**src/rtl/wb_regfile.sv**
```systemverilog
// Writeback stage: selects ALU or load data, commits it to a 32x32 register file,
// and serves two combinational read ports with same-cycle write-through bypass.
module wb_regfile #(
   parameter int unsigned XLEN  = 32,
   parameter int unsigned NREG  = 32,
   parameter int unsigned CNT_W = 32
) (
   input  logic                     clk,
   input  logic                     rst,
   input  logic                     regWrite_fin,
   input  logic                     memtoReg_fin,
   input  logic [XLEN-1:0]          DM_read_data_out,
   input  logic [XLEN-1:0]          ALU_res_fin,
   input  logic [$clog2(NREG)-1:0]  rd_fin,
   input  logic [$clog2(NREG)-1:0]  rs1_addr,
   input  logic [$clog2(NREG)-1:0]  rs2_addr,
   output logic [XLEN-1:0]          rs1_data,
   output logic [XLEN-1:0]          rs2_data,
   output logic [XLEN-1:0]          wb_data,
   output logic                     wb_commit,
   output logic [CNT_W-1:0]         wb_count
);

   localparam int unsigned AW = $clog2(NREG);

   logic [XLEN-1:0]  r_regs [NREG];
   logic [CNT_W-1:0] r_count;
   logic [XLEN-1:0]  w_wb_data;
   logic             w_commit;
   logic [XLEN-1:0]  w_rs1_data;
   logic [XLEN-1:0]  w_rs2_data;

   // Writeback select and commit qualification; x0 writes and reset cycles never commit
   always_comb begin
      w_wb_data = memtoReg_fin ? DM_read_data_out : ALU_res_fin;
      w_commit  = regWrite_fin & (rd_fin != AW'(0)) & ~rst;
   end

   // Read ports: x0 reads zero, then bypass, then array
   always_comb begin
      w_rs1_data = r_regs[rs1_addr];
      w_rs2_data = r_regs[rs2_addr];
      if (rs1_addr == AW'(0))
         w_rs1_data = '0;
      else if (w_commit && (rd_fin == rs1_addr))
         w_rs1_data = w_wb_data;
      if (rs2_addr == AW'(0))
         w_rs2_data = '0;
      else if (w_commit && (rd_fin == rs2_addr))
         w_rs2_data = w_wb_data;
   end

   // Register array; entry 0 is cleared by reset and never written afterwards
   always_ff @(posedge clk) begin
      if (rst) begin
         for (int i = 0; i < int'(NREG); i++)
            r_regs[i] <= '0;
      end else if (w_commit) begin
         r_regs[rd_fin] <= w_wb_data;
      end
   end

   // Committed-write counter, wraps naturally
   always_ff @(posedge clk) begin
      if (rst)
         r_count <= '0;
      else if (w_commit)
         r_count <= r_count + CNT_W'(1);
   end

   assign wb_data   = w_wb_data;
   assign wb_commit = w_commit;
   assign rs1_data  = w_rs1_data;
   assign rs2_data  = w_rs2_data;
   assign wb_count  = r_count;

endmodule

```
**config.mk**
```make
export PLATFORM = sky130hd
export DESIGN_NAME = wb_regfile
export DESIGN_NICKNAME = d
export VERILOG_FILES = /design/src/rtl/wb_regfile.sv
export SDC_FILE = /design/constraint.sdc
export NUM_CORES = 2
export LEC_CHECK = 0
export CAP_MARGIN = 20
export CORE_ASPECT_RATIO = 1.2
export CORE_MARGIN = 8
export CORE_UTILIZATION = 35
export DETAILED_ROUTE_END_ITERATION = 6
export PLACE_DENSITY = 0.57
export SLEW_MARGIN = 30
export SYNTH_ARGS = -nofsm -noshare
export SYNTH_HDL_FRONTEND = slang
export SYNTH_SLANG_ARGS = --single-unit
```
**constraint.sdc**
```tcl
create_clock -name clk -period 3.3 [get_ports clk]
set_input_delay 0.33 -clock clk [delete_from_list [all_inputs] [get_ports clk]]
set_output_delay 0.33 -clock clk [all_outputs]
set_load 0.1 [all_outputs]
```
==> results.cfg <==
[timing]
hold_violations = 0
slew_violations = 0
rsz0062_at_grt = true
fin_crit_ns = 3.28
fin_skew_ns = 0.00546
slew_headroom_pct = 26.5
maxClockFrequency_mhz = 305
period_share_pct = 99.4
worst_pin_slew_ns = 1.10
finalSetupViolations = 0

[routing]
totalWireLength_um = 212000
vias = 40908
wire_per_inst_um = 30.8
via_per_inst = 5.93
final_antenna_net_count = 0
drtIter0Drc = 5318
drt_first_pass_iters = 7
drcViolationCount = 0

[die]
initial_utilization_pct = 35.2
dieWidth_um = 380
core_area_um2 = 158000
num_rows = 160
die_area_um2 = 172000
die_y_um = 452
io_pins = 212

[power]
switching_share_pct = 28.2
switchingPower_mw = 9.89
clockPowerShare_pct = 36.2
intPower_mw = 25.2
seqPwrFrac_pct = 44.9
p_comb_share_pct = 18.9
vdd_drop_max_mv = 0.451
leakagePower_nw = 24.1
power_density_nw_per_um2 = 517

[critical_path]
cp_num_cells = 8
crit_buf_inv = 4
slowest_delay_ns = 0.80
critPathKind = in -> out
endpoint_kind = output pin
worstPathArrival_ns = 2.95
path_max_fanout = 23
required_ns = 2.97
worst_path_most_repeated_cell = buf_4
reg2reg_depth = 5
crit_family = buffers and inverters
cp_slowest_cell = a2111oi_0
cp-start-kind = input pin
path_cells = clkdlybuf4s50_1, or2_2, buf_4, a2111oi_0, nor4_1, buf_4, a21oi_2, buf_12

[logic_synthesis]
synthArstFlopShare_pct = 0
ys.flop_type = edfxtp_1
synth_commonest_cells = nor2_1, edfxtp_1, mux2_2
synth-seq-cells = 1056
synth_edf_count = 1024
synth_most_common_cell = nor2_1
synth.area.top_cells = edfxtp_1, mux4_2, nor2_1, mux2_2, mux2i_1
synthDistinctLibCells = 53
synth_cells = 4392
yosysWarnings = 0
syn_area_um2 = 55500
avgSynthCellArea_um2 = 12.6
synth_area_leader_cell = edfxtp_1
ys_seq_area_share_pct = 56.5
synth_top_area_share_pct = 55.4

[layout]
final_core_util_pct = 43.0
final_nets = 4780
fin_area_um2 = 67900
syn2layout_area_growth_pct = 22.2
drive_gt1_share_pct = 30.5

[clock_network]
post-cts-setup-buffers = 0
clk_latency_ns = 0.74
hold_buffers = 0
cts_tree = yes
clkSinkCount = 1056
cts_buffer_depth = 3
cts_made_buffers = 111
cts_htree_levels = 3
clk_pin_slew_worst_paths_ns = 0.06
clockRootBuffer = clkbuf_16

[min_path]
min_path_cells = 5
worstHoldPathType = in -> reg

[grt]
grt_pass1_vias = 40409
grtUsageTotal_pct = 23.7
grt_max_degree = 65
grt_pass1_wl_um = 296000
overflow = 0
antenna_found_initial = 2

[placed_design]
dp_hpwl_um = 135000
routabilityCongestion = 0.885
place_area_um2 = 64200
port-buffer-count = 211

[run]
maxCapViolations = 0

[outcome]
outcome = completed
power groups by stage:
stage / clock network (mW) / logic [mW] / registers [mW]
final: 12.7 / 6.63 / 15.8
after global routing: 13.2 / 6.84 / 15.8
after CTS: 12.8 / 6.60 / 15.7
after detailed placement: 0 / 6.58 / 16.0
after global placement: 0 / 6.57 / 16.0
after floorplan: 0 / 3.84 / 15.9
tightest hold or removal path: stages:
cell	delay, ns
buf_4	0.16
nor4b_4	0.11
nand3_1	0.09
xor2_1	0.06
nor2_1	0.07
placed cells by master, fill, tap and decap left out, types with 35 or more instances in the layout:
cell	count
buf_4	324
nor4_1	54
mux4_2	261
clkbuf_16	116
mux2i_1	221
clkdlybuf4s50_1	104
o22ai_1	154
a2111oi_0	64
a211oi_1	100
nor2_1	1148
o21ai_0	92
edfxtp_1	1024
inv_1	35
buf_12	172
a21oi_2	60
nor2b_1	70
mux2_2	338
flip-flops by register name, summed over array words and instances (netlist names):
signal    cells
r_regs     1024
wb_count     32
layout make-up:
type                            count  area [um^2]
Inverter                           35          131
Fill cell                       14357        90100
Tap cell                         2106         2640
Clock inverter                     77          663
Timing Repair Buffer              608         7020
Antenna cell                        3         7.51
Clock buffer                      132         2960
Sequential cell                  1056        31400
Multi-Input combinational cell   2884        23100
metrics by stage:
stage	hold WS [ns]	setup WS [ns]	power [mW]	cells	TNS [ns]
after floorplan	0.624	0.00627	19.8	4423	0
after global placement	0.473	-0.198	22.5	6689	-0.213
after detailed placement	0.492	-0.180	22.6	6689	-0.180
after CTS	0.0701	0.0125	35.2	6898	0
after global routing	0.133	-0.0163	35.9	6899	-0.0227
final	0.116	0.0200	35.1	6901	0
path summary, 6_finish.rpt:
check,from,endpoint,slack (ns)
setup / recovery,rs2_addr[3],rs2_data[6],0.02
hold / removal,rst,wb_count[16],0.12
setup reg to reg,wb_count[7],wb_count[27],1.17
hold reg to reg,wb_count[30],wb_count[30],0.50
kinds of logic after synthesis:
family	count (synthesis)	share of synthesized area, %
and+or+nand+nor	1468	11.2
DFF	1056	56.5
muxes	853	22.0
AOI/OAI and AO/OA	492	5.74
buffers and inverters	483	3.91
xor gates and xnor gates	38	0.599
adders and majority gates	1	0.0225
other	1	0.00675
routing by layer:
| layer | part of all wire (%) | track usage [%] |
|---|---|---|
| met1 | 38 | 30.6 |
| met2 | 46 | 38.5 |
| met3 | 9.8 | 4.28 |
| met4 | 5.4 | 11.4 |
| met5 | 0 | 0 |
timing repair:
| action | in CTS | in global routing |
|---|---|---|
| gates cloned | 0 | 0 |
| endpoints found under the hold margin | 0 | 0 |
| resized for setup | 7 | 10 |
| setup endpoints to repair | 6 | 8 |
No activity file was read; power rests on OpenSTA's default activity.
